--- src/rtl/mux_4x1_rr_arbiter.sv ---
// Round-robin arbiter that shares one N-bit 4:1 mux among four requesters.
// Optional holder time limit is built when ARB_HOLD_LIMIT_EN is defined.
module mux_4x1_rr_arbiter #(
   parameter int N        = 4,
   parameter int MAX_HOLD = 8
) (
   input  logic         clk,
   input  logic         reset,
   input  logic [3:0]   req,
   input  logic [N-1:0] w0,
   input  logic [N-1:0] w1,
   input  logic [N-1:0] w2,
   input  logic [N-1:0] w3,
   output logic [3:0]   grant,
   output logic [1:0]   sel,
   output logic [N-1:0] f,
   output logic         valid
);

   typedef enum logic [0:0] {
      IDLE  = 1'b0,
      GRANT = 1'b1
   } state_t;

   localparam int HOLD_W = $clog2(MAX_HOLD) + 1;

   if (MAX_HOLD < 1) begin : g_bad_max_hold
      $error("MAX_HOLD must be at least 1");
   end

   state_t      state_q;
   logic [3:0]  grant_q;
   logic [1:0]  sel_q;
   logic        valid_q;
   logic [1:0]  ptr_q;
   logic [2:0]  pick_s;
   logic        force_s;
   logic        load_s;

`ifdef ARB_HOLD_LIMIT_EN
   localparam logic [HOLD_W-1:0] HOLD_LIM = HOLD_W'(MAX_HOLD - 1);
   logic [HOLD_W-1:0] hold_cnt_q;
`endif

   // Returns {found, index} of the first set bit scanning p, p+1, p+2, p+3 (mod 4).
   function automatic logic [2:0] rr_pick(input logic [3:0] r, input logic [1:0] p);
      logic [2:0] res;
      logic [1:0] idx;
      res = 3'b000;
      for (int k = 3; k >= 0; k--) begin
         idx = p + 2'(k);
         if (r[idx]) begin
            res = {1'b1, idx};
         end else begin
            res = res;
         end
      end
      return res;
   endfunction

   // Candidate selection excludes the current holder so a forced handover never re-picks it.
   always_comb begin
      pick_s  = rr_pick(req & ~grant_q, ptr_q);
`ifdef ARB_HOLD_LIMIT_EN
      force_s = (state_q == GRANT) && req[sel_q] && (hold_cnt_q == HOLD_LIM);
`else
      force_s = 1'b0;
`endif
      if (state_q == IDLE) begin
         load_s = pick_s[2];
      end else begin
         load_s = pick_s[2] && (!req[sel_q] || force_s);
      end
   end

   // Arbitration FSM with registered grant, select, valid and search pointer.
   always_ff @(posedge clk) begin
      if (reset) begin
         state_q    <= IDLE;
         grant_q    <= 4'b0000;
         sel_q      <= 2'd0;
         valid_q    <= 1'b0;
         ptr_q      <= 2'd0;
`ifdef ARB_HOLD_LIMIT_EN
         hold_cnt_q <= '0;
`endif
      end else if (load_s) begin
         state_q    <= GRANT;
         grant_q    <= 4'b0001 << pick_s[1:0];
         sel_q      <= pick_s[1:0];
         valid_q    <= 1'b1;
         ptr_q      <= pick_s[1:0] + 2'd1;
`ifdef ARB_HOLD_LIMIT_EN
         hold_cnt_q <= '0;
`endif
      end else begin
         case (state_q)
            IDLE: begin
               state_q <= IDLE;
            end
            GRANT: begin
               if (!req[sel_q]) begin
                  // sel keeps its last value so the mux input stays stable while idle.
                  state_q <= IDLE;
                  grant_q <= 4'b0000;
                  valid_q <= 1'b0;
               end else begin
`ifdef ARB_HOLD_LIMIT_EN
                  if (hold_cnt_q != HOLD_LIM) begin
                     hold_cnt_q <= hold_cnt_q + HOLD_W'(1);
                  end else begin
                     hold_cnt_q <= hold_cnt_q;
                  end
`endif
                  state_q <= GRANT;
               end
            end
            default: begin
               state_q <= IDLE;
               grant_q <= 4'b0000;
               valid_q <= 1'b0;
            end
         endcase
      end
   end

   // Output data path; forced to zero whenever no grant is active.
   always_comb begin
      if (valid_q) begin
         case (sel_q)
            2'd0:    f = w0;
            2'd1:    f = w1;
            2'd2:    f = w2;
            2'd3:    f = w3;
            default: f = '0;
         endcase
      end else begin
         f = '0;
      end
   end

   assign grant = grant_q;
   assign sel   = sel_q;
   assign valid = valid_q;

endmodule
--- config.mk ---
export PLATFORM = sky130hd
export DESIGN_NAME = mux_4x1_rr_arbiter
export DESIGN_NICKNAME = d
export VERILOG_FILES = /design/src/rtl/mux_4x1_rr_arbiter.sv
export SDC_FILE = /design/constraint.sdc
export NUM_CORES = 1
export LEC_CHECK = 0
export BUFFER_PORTS_ARGS = -buffer_cell sky130_fd_sc_hd__buf_2
export CORE_UTILIZATION = 44
export DETAILED_ROUTE_END_ITERATION = 12
export GPL_TIMING_DRIVEN = 0
export MAX_ROUTING_LAYER = met4
export PLACE_DENSITY = 0.85
export SYNTH_ARGS = -nofsm -noshare
export SYNTH_HDL_FRONTEND = slang
export SYNTH_SLANG_ARGS = --single-unit
--- constraint.sdc ---
create_clock -name clk -period 2.2 [get_ports clk]
set_input_delay 0.44 -clock clk [delete_from_list [all_inputs] [get_ports clk]]
set_output_delay 0.44 -clock clk [all_outputs]
set_load 0.01 [all_outputs]
* Yosys cells after proc, flatten, opt, wreduce, memory -nomap -nowiden
Cells that the tools add are included.
** Word-level totals
- Output and inout bits :: 11
- Logic and storage cells :: 53
- Bits in registers :: 10
- Input bits :: 22
** Cells by class
- Add/sub/neg operators :: 4
- $lt $le $gt $ge :: 5
- Mux-type cells :: 26
- Equal/unequal tests :: 4
- Shifts and indexed selects :: 1
- Bitwise gates (word level) :: 3
- Reductions and logical operators :: 5
** Operator list (count)
- 4-bit two-way mux :: 4
- 4-bit case mux with 4 select lines :: 1
- 2-bit by 3-bit less-than comparator with 1-bit output (second input constant) :: 5
- 3-bit two-way mux :: 4
- 1-bit two-way mux :: 11
- 1-bit binary-select mux with 2-bit select :: 5
- 2-bit by 1-bit adder with 2-bit output (second input constant) :: 2
- 2-bit adder (second input constant) :: 2
- 4-bit bitwise AND :: 1
- 2-bit == test (second input constant) :: 2
- 4-bit NOT :: 1
- 1-bit by 2-bit << shifter with 4-bit output (first input constant) :: 1
- 2-bit by 1-bit == test with 1-bit output (second input constant) :: 1
- 2-bit logical NOT :: 1
- 2-bit != test (second input constant) :: 1
- 1-bit case mux with 2 select lines :: 1
- 2-bit AND reduction :: 1
- 2-bit nonzero test :: 1
- 1-bit logical AND :: 1
- 1-bit logical NOT :: 1
- 1-bit NOT :: 1

* Longest topological paths before layout
- Depth after elaboration :: 12
- Mapped depth :: 6
- Gate-level depth less buffers :: 5

* Worst setup path before layout
Ideal clock, no wire load.
- Path kind :: register to output
- Start point :: register sel_q[0] (netlist: sel[0])
- End point :: output port f[0]
- Stages on the path, launching flop included :: 4
- Buffers on the path :: 1
- Path slack :: 0.397 ns
- Data arrival time :: 1.363 ns
- Required time :: 1.760 ns
- Path through :: dfxtp_1 > clkbuf_1 > mux4_1 > and2_1
** On the way
- Word-level cells in the longest chain between the ends :: 3
- Elaborated cells between the ends (all ways) :: 6
- Those cells by class :: eq/ne (3); mux (2); reduce/logical (1)
** Ends and longest elaborated chain
- from (decl) :: line 33 : logic [1:0] sel_q;
- from (signal assigned) :: line 90 : sel_q <= pick_s[1:0];
- 2-bit == test, or another cell as far along :: line 130 : case (sel_q)
- 4-bit case mux with 4 select lines * :: line 130
- 4-bit two-way mux * :: line 129 : if (valid_q) begin
- to (decl) :: line 16 : output logic [N-1:0] f,
Every way passes the cells marked *; elsewhere a longest branch is shown, timed or not.

* Worst setup path after layout
- Start point :: register sel_q[0] (netlist: sel[0])
- End point :: output port f[1]
The elaborated chain is that of the path after synthesis.

==> flow_summary.json <==
{
  "drv_slew": 0,
  "hp-start": "grant[2]$_SDFFE_PP0P_",
  "finClkSkew_ns": 0.00950,
  "syn_avg_cell_area_um2": 9.92,
  "drtIter0Drc": 32,
  "gp_congestion": 0.861,
  "p_leak_nw": 0.393,
  "status": "finished, final reports clean",
  "dr.pass1.iters": 4,
  "synth_cells": 69,
  "grt.overflow.total": 0,
  "hold_viol": 0,
  "cp_max_fo": 7,
  "hp-class": "reg -> reg",
  "area_delta_synth_final_pct": 30.2,
  "clk_pin_slew_ns": 0.06,
  "grt_pass1_vias": 655,
  "die_x_um": 41.4,
  "cap_violations": 0,
  "floorplan.initialDensity_pct": 50.1,
  "grt_usage_pct": 23.6,
  "holdPathStages": 1,
  "cts_tree": "yes",
  "fp.dieH_um": 41.4,
  "hpwl_mm": 1.40,
  "whs_endpoint": "grant[2]$_SDFFE_PP0P_",
  "r2r_slack_ns": 0.45,
  "clk_latency_ns": 0.28,
  "setup_viol": 0,
  "final_nets": 126,
  "cts_resized": 0,
  "cts_buffers": 3,
  "routedWlPerCell_um": 15.3,
  "syn-num-nets": 91,
  "fill_cells": 117,
  "routed_wl_mm": 1.80,
  "final_common_cell": "buf_2",
  "grt_first_pass_wirelength_mm": 2.95,
  "crit_type": "reg -> out",
  "crit_path_end_kind": "output pin",
  "root_buffer": "clkbuf_4",
  "via_count": 690,
  "yosysTopAreaCell": "dfxtp_1",
  "peakVddDrop_mv": 0.587,
  "post-route-min-period_ns": 2.13,
  "maxSlewHeadroom_pct": 70.4,
  "stdcell_area_um2": 891,
  "drc": 0,
  "post_cts_buffers": 0,
  "min_period_over_period_pct": 96.7,
  "final_cell_mix": "31 x buf_2, 10 x dfxtp_1, 7 x a21oi_1",
  "ys_ff_latch": 10,
  "multi_input_area_um2": 465,
  "ff2ff_path_depth": 4,
  "max_freq_mhz": 470,
  "num_antenna_cells": 0,
  "ioPinCount": 33,
  "power.density_nw_per_um2": 1030,
  "synth_area_um2": 684,
  "antenna_found_initial": 0,
  "coreArea_um2": 1370,
  "tightest_slew_ns": 0.444,
  "fin_tns_setup_ns": 0,
  "start_kind": "flop",
  "htreeDepth": 1,
  "portBuffers": 31,
  "netlist.area_leader.share_pct": 29.3,
  "grt_max_degree": 10,
  "cts_buffer_depth": 2,
  "reg2reg_to": "grant[0]$_SDFFE_PP0P_",
  "ys_top_cells_by_area": "dfxtp_1 29%, mux4_1 15%, a21oi_1 5.1%, a2111oi_4 4.0%, and2_1 3.7%",
  "synth_cell_types": 28,
  "via_per_inst": 5.85,
  "rsz0062_at_grt": "false",
  "r2r-start": "sel[1]$_SDFFE_PP0P_",
  "critPathRequiredTime_ns": 1.76,
  "power.total_mw": 0.918,
  "placed_cell_area_um2": 858,
  "dieArea_um2": 1720,
  "post-route-util_pct": 65.2,
  "seqCellArea_um2": 200,
  "drive_above_1_share_pct": 41.7,
  "ys.warnings.count": 0,
  "ys_seq_area_share_pct": 29.3,
  "hold_buffers": 0,
  "clock-sinks": 10,
  "ant_nets": 0,
  "num_rows": 13,
  "cp.arrival_ns": 1.69
}
[Yosys cell counts, drive strengths merged]
cell type,count
o21ai,1
a21oi,9
nor3,3
mux4,5
xor2,1
nand2,5
nand3b,2
a22o,2
nor2,5
or2,1
and2,4
a2111oi,1
a311oi,1
a2bb2oi,1
a211oi,1
dfxtp,10
o2bb2ai,2
inv,3
nor2b,3
a22oi,1
clkbuf,2
nor3b,1
nand2b,5
[cell type report]
cell class | instances | share of cell area (%)
buffer | 1 | 0.421
clock buffer | 4 | 4.07
inverter | 3 | 1.26
multi-input combinational | 54 | 52.2
sequential | 10 | 22.5
tap | 15 | 2.11
timing repair buffer | 31 | 17.4
[metal layers]
metal  wire [um]  vias up  track usage (%)
li1            -      329                -
met1         632      320             23.4
met2         949       29             39.7
met3         118       12             6.96
met4          99        0             15.5
met5           0        -                -
[where the power goes]
group | leakage, nW | internal [mW] | switching [mW] | total, mW
Clock | 0.0210 | 0.101 | 0.0699 | 0.171
Sequential | 0.0828 | 0.236 | 0.0746 | 0.310
Combinational | 0.289 | 0.214 | 0.223 | 0.437
[sequential cells by signal, indices dropped and copies added (netlist names)]
signal   cells
valid        1
state_q      1
ptr_q        2
sel          2
grant        4
[worst max-delay path by stage]
stage | startpoint | slack [ns] | endpoint | cells after the start
floorplan | sel[0]$_SDFFE_PP0P_ | 0.40 | f[0] | 3
global placement | sel[0]$_SDFFE_PP0P_ | 0.26 | f[1] | 4
detailed placement | sel[0]$_SDFFE_PP0P_ | 0.23 | f[3] | 4
CTS | sel[0]$_SDFFE_PP0P_ | 0.05 | f[3] | 3
global route | sel[0]$_SDFFE_PP0P_ | 0.02 | f[3] | 3
finish | sel[0]$_SDFFE_PP0P_ | 0.07 | f[1] | 3
[kinds of logic (layout without fill, tap and decap cells)]
| logic type | Yosys count | after routing | share of synthesized area (%) |
|---|---|---|---|
| buf+inv | 5 | 39 | 2.74 |
| compound gates | 19 | 19 | 23.0 |
| xor+xnor | 1 | 1 | 1.28 |
| simple gates | 29 | 29 | 25.0 |
| flops | 10 | 10 | 29.3 |
| mux | 5 | 5 | 18.6 |
[stage by stage]
stage	std cells	hold WS [ns]	setup WS (ns)
after floorplan	69	0.491	0.397
after global placement	115	0.483	0.259
after detailed placement	115	0.491	0.230
after CTS	118	0.502	0.0512
after global routing	118	0.522	0.0164
final	118	0.500	0.0734
[critical path, stage by stage (launching register included)]
cell and delay (ns):
dfxtp_1 0.51, mux4_1 0.60, and2_1 0.17, buf_2 0.13
Power figures use the tool's default switching activity.
